**config.mk**
```make
export PLATFORM = sky130hd
export DESIGN_NAME = alu_sequencer
export DESIGN_NICKNAME = d
export VERILOG_FILES = /design/src/rtl/alu_sequencer.sv
export SDC_FILE = /design/constraint.sdc
export NUM_CORES = 1
export LEC_CHECK = 0
export ABC_AREA = 1
export CAP_MARGIN = 20
export CELL_PAD_IN_SITES_DETAIL_PLACEMENT = 0
export CELL_PAD_IN_SITES_GLOBAL_PLACEMENT = 1
export CORE_MARGIN = 4
export CORE_UTILIZATION = 31
export DETAILED_ROUTE_END_ITERATION = 6
export PLACE_DENSITY_LB_ADDON = 0.1
export SLEW_MARGIN = 20
export SYNTH_ARGS = -nofsm -noshare
export SYNTH_HDL_FRONTEND = slang
export SYNTH_SLANG_ARGS = --single-unit
```
**constraint.sdc**
```tcl
create_clock -name clk -period 4.02 [get_ports clk]
set_input_delay 0.804 -clock clk [delete_from_list [all_inputs] [get_ports clk]]
set_output_delay 0.804 -clock clk [all_outputs]
set_load 0.01 [all_outputs]
```
**src/rtl/alu_sequencer.sv**
```systemverilog
// Multi-cycle control stage around the Hmmm ALU: latches operands, holds the ALU enabled
// until mul/div/mod settle, captures result/flags and traps div/mod by zero.
// Optional saturation of add/sub overflow on capture is enabled by defining ALU_SAT_EN.
module alu_sequencer #(
  parameter int unsigned MULDIV_WAIT = 32'd2
) (
  input  logic        clk,
  input  logic        rst_n,
  input  logic        start,
  input  logic [2:0]  op_in,
  input  logic [15:0] opnd_a,
  input  logic [15:0] opnd_b,
  output logic [15:0] tmp1,
  output logic [15:0] tmp2,
  output logic [2:0]  alu_op,
  output logic        alu_en,
  input  logic [15:0] alu_result,
  input  logic        alu_zero,
  input  logic        alu_carry,
  input  logic        alu_sign,
  output logic [15:0] result_q,
  output logic        zero_q,
  output logic        carry_q,
  output logic        sign_q,
  output logic        div_zero,
  output logic        busy,
  output logic        done
);

  typedef enum logic [1:0] {
    ST_IDLE = 2'd0,
    ST_EXEC = 2'd1,
    ST_DONE = 2'd2
  } state_t;

  localparam logic [2:0] OP_ADD = 3'b000;
  localparam logic [2:0] OP_SUB = 3'b001;
  localparam logic [2:0] OP_MUL = 3'b010;
  localparam logic [2:0] OP_DIV = 3'b011;
  localparam logic [2:0] OP_MOD = 3'b100;
  localparam logic [3:0] LAST_CNT = 4'(MULDIV_WAIT - 32'd1);

  state_t      state_q;
  logic [3:0]  cnt_q;
  logic        trap_s;
  logic        op_is_muldiv_s;
  logic        exec_last_s;
  logic [15:0] cap_result_d;
  logic        cap_zero_d;
  logic        cap_carry_d;
  logic        cap_sign_d;

  // Trap detection on the incoming request and end-of-EXEC detection on the latched opcode
  always_comb begin
    trap_s         = ((op_in == OP_DIV) || (op_in == OP_MOD)) && (opnd_b == 16'h0000);
    op_is_muldiv_s = (alu_op == OP_MUL) || (alu_op == OP_DIV) || (alu_op == OP_MOD);
    if (op_is_muldiv_s) begin
      exec_last_s = (cnt_q == LAST_CNT);
    end else begin
      exec_last_s = 1'b1;
    end
  end

  // Values written into the capture registers on the final EXEC edge
  always_comb begin
`ifdef ALU_SAT_EN
    // Overflow direction follows operand A: a positive A can only overflow upwards.
    if (((alu_op == OP_ADD) || (alu_op == OP_SUB)) && alu_carry) begin
      cap_result_d = tmp1[15] ? 16'h8000 : 16'h7FFF;
      cap_zero_d   = 1'b0;
      cap_carry_d  = 1'b1;
      cap_sign_d   = tmp1[15];
    end else begin
      cap_result_d = alu_result;
      cap_zero_d   = alu_zero;
      cap_carry_d  = alu_carry;
      cap_sign_d   = alu_sign;
    end
`else
    cap_result_d = alu_result;
    cap_zero_d   = alu_zero;
    cap_carry_d  = alu_carry;
    cap_sign_d   = alu_sign;
`endif
  end

  // Sequencer FSM with all outputs registered
  always_ff @(posedge clk) begin
    if (!rst_n) begin
      state_q  <= ST_IDLE;
      cnt_q    <= 4'd0;
      tmp1     <= 16'h0000;
      tmp2     <= 16'h0000;
      alu_op   <= 3'b000;
      alu_en   <= 1'b0;
      result_q <= 16'h0000;
      zero_q   <= 1'b0;
      carry_q  <= 1'b0;
      sign_q   <= 1'b0;
      div_zero <= 1'b0;
      busy     <= 1'b0;
      done     <= 1'b0;
    end else begin
      case (state_q)
        ST_IDLE: begin
          if (start) begin
            tmp1   <= opnd_a;
            tmp2   <= opnd_b;
            alu_op <= op_in;
            busy   <= 1'b1;
            if (trap_s) begin
              result_q <= 16'h0000;
              zero_q   <= 1'b1;
              carry_q  <= 1'b0;
              sign_q   <= 1'b0;
              div_zero <= 1'b1;
              done     <= 1'b1;
              state_q  <= ST_DONE;
            end else begin
              div_zero <= 1'b0;
              cnt_q    <= 4'd0;
              alu_en   <= 1'b1;
              state_q  <= ST_EXEC;
            end
          end
        end
        ST_EXEC: begin
          if (exec_last_s) begin
            result_q <= cap_result_d;
            zero_q   <= cap_zero_d;
            carry_q  <= cap_carry_d;
            sign_q   <= cap_sign_d;
            alu_en   <= 1'b0;
            done     <= 1'b1;
            state_q  <= ST_DONE;
          end else begin
            cnt_q <= cnt_q + 4'd1;
          end
        end
        ST_DONE: begin
          done    <= 1'b0;
          busy    <= 1'b0;
          state_q <= ST_IDLE;
        end
        default: begin
          alu_en  <= 1'b0;
          done    <= 1'b0;
          busy    <= 1'b0;
          state_q <= ST_IDLE;
        end
      endcase
    end
  end

endmodule

```
==> flow_metrics.env <==
export IMPL_status="completed"
export IMPL_grt_max_degree=42
export IMPL_reg2reg_from="state_q[0]"
export IMPL_syn_inst=324
export IMPL_cts_root_buf="clkbuf_8"
export IMPL_hold_end="zero_q"
export IMPL_insertedDiodeCount=0
export IMPL_nFillCells=796
export IMPL_gp_congestion=0.750
export IMPL_p_leak_nw=1.50
export IMPL_grt_pass1_wl_um=11400
export IMPL_cp_start_kind="primary input"
export IMPL_min_delay_start="zero_q"
export IMPL_hold_buffers=0
export IMPL_rows=32
export IMPL_fmax_ghz=0.405
export IMPL_clockBufferDepth=2
export IMPL_path_buf_inv=1
export IMPL_power_density_nw_per_um2=425
export IMPL_ys_types=25
export IMPL_drt_iter0_drc=53
export IMPL_synth_warnings=0
export IMPL_final_common_cell="clkdlybuf4s50_1"
export IMPL_rsz0062_at_grt="no"
export IMPL_critPathCaptureType="flop"
export IMPL_whs_ns=0.460
export IMPL_core_area_um2=7890
export IMPL_setup_viol_count_final=0
export IMPL_critical_path_arrival_ns=2.67
export IMPL_layout_drive_gt1_share_pct=16.3
export IMPL_dp_hpwl_um=4750
export IMPL_path_max_fanout=21
export IMPL_drcViolationCount=0
export IMPL_die_h_um=99.1
export IMPL_firstDrtPassIters=4
export IMPL_routed_via_count=2385
export IMPL_slew_violations=0
export IMPL_antenna_found_initial=0
export IMPL_clock_latency_ns=0.34
export IMPL_final_util_pct=50.8
export IMPL_fin_skew_ns=0.00674
export IMPL_portBuffers=114
export IMPL_r2r_cells=9
export IMPL_start_util_pct=32.6
export IMPL_fin_area_um2=4010
export IMPL_syn2layout_area_growth_pct=55.6
export IMPL_dieWidth_um=99.1
export IMPL_ioPinCount=115
export IMPL_hold_path_class="reg2reg"
export IMPL_path_clk_slew_ns=0.08
export IMPL_required_ns=4.23
export IMPL_cts_setup_buffers=0
export IMPL_path_delay_family="simple AND/OR/NAND/NOR gates"
export IMPL_worst_slack_ns=1.55
export IMPL_grt_pass1_vias=2353
export IMPL_track_usage_pct=14.4
export IMPL_setup_tns_ns=0
export IMPL_ys_seq_area_share_pct=49.8
export IMPL_wl_per_cell_um=12.5
export IMPL_critPathKind="in2reg"
export IMPL_ys_seq_elements=64
export IMPL_r2r_slack_ns=1.96
export IMPL_min_period_over_period_pct=61.4
export IMPL_max_slew_margin_pct=55.8
export IMPL_drt_wl_total_um=6810
export IMPL_synth_nets=383
export IMPL_cap_violations=0
export IMPL_numCtsBuffers=9
export IMPL_min_period_ns=2.47
export IMPL_hold_viol=0
export IMPL_worst_pin_slew_ns=0.663
export IMPL_synthesis_area_um2=2570
export IMPL_preCtsSetupSlack_ns=1.14
export IMPL_ctsResizeCount=0
export IMPL_irDropWorstVdd_mv=0.226
export IMPL_cts_tree="built"
export IMPL_min_path_cells=2
export IMPL_dieArea_um2=9830
export IMPL_vias_per_cell=4.39
export IMPL_nets=495
export IMPL_grt_overflow_total=0
export IMPL_worstPathCellList="clkdlybuf4s50_1 -> nand2_1 -> o21ai_1 -> nand3_2 -> nand2_1 -> nand3_2 -> nand2_2 -> a21oi_2"
export IMPL_final_cell_mix="clkdlybuf4s50_1, nor2_1, dfxtp_1"
export IMPL_crit_slowest_cell="nand3_2"
export IMPL_ant_nets=0
export IMPL_place_area_um2=3770
export IMPL_avgSynthCellArea_um2=7.95
export IMPL_timing_rr_end="cnt_q[3]"
export IMPL_cpPeakStageDelay_ns=0.52
export IMPL_numClockSinks=64
export IMPL_htreeDepth=3
-- metal layers --
layer / wire length, um / GRT usage [%]
met1: 3050 / 17.6
met5: 0 / 0
met2: 3070 / 22.9
met3: 602 / 6.80
met4: 90 / 4.10
-- report_power, final --
group          switching (mW)  total (mW)  internal (mW)  leakage [nW]
Sequential             0.0354       0.728          0.693         0.527
Combinational           0.175       0.367          0.192         0.873
Clock                   0.259       0.607          0.348         0.101
-- logic make-up after synthesis --
| family | Yosys count | synth area share [%] |
|---|---|---|
| flops | 64 | 49.8 |
| xor+xnor | 2 | 0.680 |
| fa+ha+maj | 2 | 0.972 |
| buf+inv | 29 | 5.25 |
| simple gates | 160 | 27.6 |
| compound gates | 67 | 15.8 |
-- cells in the mapped netlist --
| cell type | n | area share (%) |
|---|---|---|
| nand3_4 | 1 | 0.68 |
| nand4_1 | 1 | 0.24 |
| buf_6 | 2 | 0.87 |
| o21ai_1 | 3 | 0.58 |
| nand3_1 | 2 | 0.39 |
| buf_4 | 1 | 0.29 |
| a21oi_2 | 19 | 6.5 |
| xor2_1 | 1 | 0.34 |
| clkbuf_2 | 1 | 0.19 |
| nor2_1 | 91 | 13 |
| clkbuf_1 | 5 | 0.73 |
| dfxtp_1 | 64 | 50 |
| buf_2 | 5 | 0.97 |
| o21ai_0 | 39 | 7.6 |
| nand2_2 | 20 | 4.9 |
| nor2_4 | 2 | 0.87 |
| ha_1 | 2 | 0.97 |
| nor2_2 | 5 | 1.2 |
| inv_2 | 4 | 0.58 |
| a21oi_1 | 6 | 1.2 |
| nand3_2 | 2 | 0.78 |
| xnor2_1 | 1 | 0.34 |
| inv_1 | 9 | 1.3 |
| nand2_1 | 36 | 5.2 |
| buf_1 | 2 | 0.29 |
-- worst max-delay path by stage --
stage | from | end | slack (ns) | cells past startpoint
4_1_cts | op_in[1] | result_q[11] | 1.50 | 8
5_1_grt | start | cnt_q[2] | 1.36 | 9
3_5_place_dp | op_in[1] | sign_q | 1.14 | 8
2_1_floorplan | opnd_b[7] | carry_q | 2.28 | 9
3_3_place_gp | op_in[1] | result_q[4] | 1.16 | 8
6_report | op_in[1] | result_q[0] | 1.55 | 8
-- layout make-up --
cell class | count | area (um2) | area share (%)
repair buffers | 117 | 1170 | 29.2
multi-input cells | 231 | 1160 | 28.9
clock buffers | 9 | 124 | 3.09
flip-flops and latches | 64 | 1280 | 32.0
well taps | 102 | 128 | 3.18
inverters | 13 | 48.8 | 1.22
clock inverters | 7 | 96.3 | 2.40
-- flip-flops by register name, summed over array words and instances, names as in the netlist --
signal	count
alu_en	1
alu_op	3
busy	1
carry_q	1
cnt_q	4
div_zero	1
done	1
result_q	16
sign_q	1
state_q	2
tmp1	16
tmp2	16
zero_q	1
-- worst min-delay path, cell delays in order (launching register included) --
cell and delay, ns:
dfxtp_1 0.31, inv_1 0.06, a21oi_2 0.05
-- per-stage QoR --
step           std cells  total power, mW
3_5_place_dp         526             1.11
6_report             543             1.70
5_1_grt              543             1.80
2_1_floorplan        324            0.925
4_1_cts              542             1.73
3_3_place_gp         526             1.11
No activity file was read; power rests on OpenSTA's default activity.
==> variant 1: new RTL, same flow settings <==
Register the output `result_q` once more, cleared by the reset; this adds one clock of latency there. The other outputs are not delayed to match.
--- a/src/rtl/alu_sequencer.sv
+++ b/src/rtl/alu_sequencer.sv
@@ -39,6 +39,8 @@
   localparam logic [2:0] OP_DIV = 3'b011;
   localparam logic [2:0] OP_MOD = 3'b100;
   localparam logic [3:0] LAST_CNT = 4'(MULDIV_WAIT - 32'd1);
+
+  logic [15:0] result_q_s0;
 
   state_t      state_q;
   logic [3:0]  cnt_q;
@@ -93,7 +95,7 @@
       tmp2     <= 16'h0000;
       alu_op   <= 3'b000;
       alu_en   <= 1'b0;
-      result_q <= 16'h0000;
+      result_q_s0 <= 16'h0000;
       zero_q   <= 1'b0;
       carry_q  <= 1'b0;
       sign_q   <= 1'b0;
@@ -109,7 +111,7 @@
             alu_op <= op_in;
             busy   <= 1'b1;
             if (trap_s) begin
-              result_q <= 16'h0000;
+              result_q_s0 <= 16'h0000;
               zero_q   <= 1'b1;
               carry_q  <= 1'b0;
               sign_q   <= 1'b0;
@@ -126,7 +128,7 @@
         end
         ST_EXEC: begin
           if (exec_last_s) begin
-            result_q <= cap_result_d;
+            result_q_s0 <= cap_result_d;
             zero_q   <= cap_zero_d;
             carry_q  <= cap_carry_d;
             sign_q   <= cap_sign_d;
@@ -152,5 +154,13 @@
     end
   end
 
+  always_ff @(posedge clk) begin
+    if (!rst_n) begin
+      result_q <= '0;
+    end else begin
+      result_q <= result_q_s0;
+    end
+  end
+
 endmodule
 
Behaviour: not the same (a bounded check fails within 4 cycles, from zero or initial values and one cycle with rst_n low).
==> variant 1 against the unedited design <==
Sequential cell count rose by 16; total power grew 9.8%; clock power rose by 6.8%; count of clock-buffer cells in the layout up 1; wire length up 6.0%; combinational power decreased by 9.3%; sequential power rose by 22%; worst setup slack gained 120 ps; worst hold slack got worse by 40 ps; synthesized area up 12%; design area up 7.5%; die area up 11%; critical endpoint is now sign_q; largest power group unchanged; highest routed layer unchanged.
==> variant 1: results (changes against the unedited design) <==
* Post-synthesis sequential area ratio at 55.4% (was 49.8%)
* Compound-cell area share of the yosys netlist at 11.7% (was 15.8%)
* Flop pwr share at 47.5% (was 42.8%)
* CP Data Arrival Time at 2560 ps (was 2670 ps)
* Syn_nets at 432 (was 383)
* First-pass GRT wire length at 12000 µm (was 11400 µm)
* Status: complete, no violations (unchanged)
* Vias at 2596 (was 2385)
* Sw power at 475 µW (was 470 µW)
* LEAKAGE at 0.00187 µW (was 0.00150 µW)
* Synth area leaders: dfxtp_1 55%, nor2_1 12%, o21ai_0 8.8%, nand2_1 6.9%, inv_1 5.6% (was dfxtp_1 50%, nor2_1 13%, o21ai_0 7.6%, a21oi_2 6.5%, nand2_1 5.2%)
* Total power at 1870 µW (was 1700 µW)
* Share of the synthesized area in the top cell type at 55.4% (was 49.8%)
* Top cells by count, synth: 95 x nor2_1, 80 x dfxtp_1, 53 x nand2_1, 51 x o21ai_0, 43 x inv_1 (was 91 x nor2_1, 64 x dfxtp_1, 39 x o21ai_0, 36 x nand2_1, 20 x nand2_2)
* Clock Skews at 5.45 ps (was 6.74 ps)
* Post-Place Cell Area at 4090 µm² (was 3770 µm²)
* Setup slack, reg-to-reg at 2220 ps (was 1960 ps)
* TritonRoute pass-1 iters at 4 (unchanged)
* CP max stage cell: clkdlybuf4s50_1 (was nand3_2)
* Routed len/inst at 12.1 µm (was 12.5 µm)
* Inst Count DP at 580 (was 526)
* Pre-CTS WS at 1260 ps (was 1140 ps)
* Yosys cell types at 21 (was 25)
* DR iter-0 viols at 85 (was 53)
* Non-Filler Instances at 596 (was 543)
* XOR/XNOR Fraction of Synth Area at 0.606% (was 0.680%)
* Peak VDD IR at 170 µV (was 226 µV)
* Adder-Cell Fraction of Synth Area at 0.866% (was 0.972%)
* Slew HR at 58.0% (was 55.8%)
* Share of cells above drive strength 1 at 6.35% (was 16.3%)
* Clock Power Share at 34.7% (was 35.7%)
* GP Congestion at 0.734 (was 0.750)
* Worst Reg-to-Reg Cells at 8 (was 9)
* WHS Endpoint: result_q[5] (was zero_q)
* Largest net degree at the start of global routing at 39 (was 42)
* WHS at 419 ps (was 460 ps)
* Cells after Synth at 373 (was 324)
* Nets at 542 (was 495)
* Gr usage total at 13.4% (was 14.4%)
* Hpwl dp at 4930 µm (was 4750 µm)
[variant 1: cell types whose count changed in the layout (fill, tap and decap cells not counted), sizes merged, moves of 2 or more]
cell / change
a21oi: -18
clkinvlp: -2
dfxtp: +16
inv: +32
nand2: -3
nand3: +2
o21ai: +17
[variant 1: how the worst max path moves through the flow]
| stage | from | to | slack [ps] | cells after the start |
|---|---|---|---|---|
| after CTS | opnd_b[5] | sign_q | 1640 | 9 |
| final | opnd_b[5] | sign_q | 1670 | 9 |
| after global routing | opnd_b[5] | result_q_s0[14] | 1400 | 9 |
| after floorplan | opnd_b[7] | result_q_s0[8] | 2290 | 9 |
| after detailed placement | opnd_b[5] | sign_q | 1260 | 9 |
| after global placement | opnd_b[1] | sign_q | 1270 | 9 |
[variant 1: cells by family (layout without fill, tap and decap cells)]
kind of cell | count (synthesis) | in the layout
AND/OR/NAND/NOR | 161 | 161
buffers and inverters | 62 | 177
AO/OA/AOI/OAI | 66 | 66
adder cells (fa/ha/maj) | 2 | 2
flip-flops | 80 | 80
XOR/XNOR | 2 | 2
[variant 1: layout make-up]
cell class	count	area [µm²]
clock buffers	10	138
clock inverters	6	82.6
fillers	898	4580
inverters	45	169
multi-input cells	231	1030
flip-flops and latches	80	1600
well taps	108	135
repair buffers	116	1150
[variant 1: worst max-delay path, delay by kind of cell]
kind	cells	cell delay (ps)
buffers and inverters	1	430
AOI/OAI and AO/OA	1	90
and+or+nand+nor	7	1230
[variant 1: per-layer routing]
| layer | vias to the layer above | part of all wire [%] | track usage (%) |
|---|---|---|---|
| met5 | - | 0 | 0 |
| met4 | 0 | 1.1 | 5.41 |
| met3 | 8 | 7.1 | 4.07 |
| met1 | 1141 | 49 | 17.4 |
| met2 | 82 | 43 | 20.8 |
| li1 | 1365 | - | - |
==> variant 2: new RTL, config.mk and constraints unchanged <==
Without the edit above. Add a define of `ALU_SAT_EN`.
--- a/src/rtl/alu_sequencer.sv
+++ b/src/rtl/alu_sequencer.sv
@@ -1,6 +1,8 @@
 // Multi-cycle control stage around the Hmmm ALU: latches operands, holds the ALU enabled
 // until mul/div/mod settle, captures result/flags and traps div/mod by zero.
 // Optional saturation of add/sub overflow on capture is enabled by defining ALU_SAT_EN.
+`define ALU_SAT_EN
+
 module alu_sequencer #(
   parameter int unsigned MULDIV_WAIT = 32'd2
 ) (
Check against the original RTL: not equivalent (a bounded check fails within 4 cycles, from zero or initial values and one cycle with rst_n low).
==> variant 2 against the unedited design <==
Synthesized cell count grew 18%; global-route usage rose by 1.1 points; clock power grew 14%; clock skew about the same; wire length grew 17%; sequential cell count did not move; design area grew 5.1%; synthesized area increased by 8.4%; worst hold slack improved by 8.1 ps; total power up 7.0%; worst setup slack got worse by 74 ps.
==> variant 2: results (changes against the unedited design) <==
* Status: complete, no violations (unchanged)
* Clock-cell share of area at 6.03% (was 5.49%)
* Peak VDD IR at 228 µV (was 226 µV)
* Synth area leaders: dfxtp_1 46%, nor2_1 14%, o21ai_0 9.0%, nand2_1 7.3%, nor2_2 4.5% (was dfxtp_1 50%, nor2_1 13%, o21ai_0 7.6%, a21oi_2 6.5%, nand2_1 5.2%)
* Syn_nets at 440 (was 383)
* Clock Path Buffers at 2 (unchanged)
* Slowest stage delay, CP at 550 ps (was 520 ps)
* LEAKAGE at 0.00173 µW (was 0.00150 µW)
* Ant diodes at 0 (unchanged)
* WHS at 468 ps (was 460 ps)
* WHS Path Cells at 2 (unchanged)
* Reg2reg start: state_q[1] (was state_q[0])
* Inst Count DP at 586 (was 526)
* Pre-CTS WS at 1090 ps (was 1140 ps)
* WHS Endpoint: alu_en (was zero_q)
* Largest registers: result_q x16, tmp1 x16, tmp2 x16 (unchanged)
* Vias at 2731 (was 2385)
* Cells after Synth at 381 (was 324)
* Multi-input gate area at 1310 µm² (was 1160 µm²)
* Post-route DRC at 0 (unchanged)
* Clk slew on worst S/H paths at 70 ps
* Worst hold path startpoint: alu_en (was zero_q)
* GP Congestion at 0.731 (was 0.750)
* DRT Wirelength at 7970 µm (was 6810 µm)
* Seq area share at 30.4% (was 32.0%)
* Nets at 548 (was 495)
* TAP cells at 108 (was 102)
* Largest net degree at the start of global routing at 59 (was 42)
* CP max stage cell: nand2_1 (was nand3_2)
* Multi-input comb cells at 278 (was 231)
* CP Data Arrival Time at 2810 ps (was 2670 ps)
* Gr usage total at 15.5% (was 14.4%)
* Post-synthesis sequential area ratio at 45.9% (was 49.8%)
* Design Area, Final at 4210 µm² (was 4010 µm²)
* Tmin final at 2540 ps (was 2470 ps)
* DR iter-0 viols at 85 (was 53)
* Yosys cell types at 30 (was 25)
* Setup slack, reg-to-reg at 2290 ps (was 1960 ps)
* Critical Path Sink: result_q[3] (was result_q[0])
* Buffers excl. clock at 116 (was 117)
* Share of cells above drive strength 1 at 10.3% (was 16.3%)
* Top cells by count, synth: 102 x nor2_1, 64 x dfxtp_1, 54 x nand2_1, 50 x o21ai_0, 22 x nand3_1 (was 91 x nor2_1, 64 x dfxtp_1, 39 x o21ai_0, 36 x nand2_1, 20 x nand2_2)
* Clock buffer count at 11 (was 9)
* Critical path fanouts, max at 20 (was 21)
* Vias per Instance at 4.54 (was 4.39)
* Fillers at 882 (was 796)
* Critical Path Source: opnd_b[8] (was op_in[1])
* Signal buf overhead at 27.3% (was 29.2%)
* Worst slew pin tran at 994 ps (was 663 ps)
* Clock Skews at 6.34 ps (was 6.74 ps)
* First-pass GRT wire length at 12700 µm (was 11400 µm)
* Sequential cells at 64 (unchanged)
* Hpwl dp at 5580 µm (was 4750 µm)
* Setup Buffers After CTS at 0 (unchanged)
* Logic inverters at 20 (was 13)
[variant 2: cell types whose count changed after synthesis, sizes merged, moves of 2 or more]
cell    before  now
a21oi       25   11
clkbuf       6   10
nor2        98  125
nand3        5   23
o21ai       42   53
inv         13   20
nand4        1    3
[variant 2: layer usage]
metal / part of all wire (%) / GRT usage (%) / up-vias
met5: 0 / 0 / -
met4: 1.1 / 3.59 / 0
met3: 7.9 / 7.24 / 8
met2: 48 / 25.6 / 67
met1: 43 / 18.5 / 1230
li1: - / - / 1426
[variant 2: kinds of logic (layout without fill, tap and decap cells)]
family	after synthesis	after routing	synth area share, %
buf+inv	39	152	7.22
compound gates	64	64	11.5
simple gates	211	211	34.2
flops	64	64	45.9
xor+xnor	1	1	0.314
fa+ha+maj	2	2	0.897
[variant 2: report_power, final]
group	leakage (µW)	internal, µW	switching [µW]	total (µW)
combinational	0.00107	201	202	402
sequential	0.000528	693	34.4	727
clock	0.000126	445	247	692
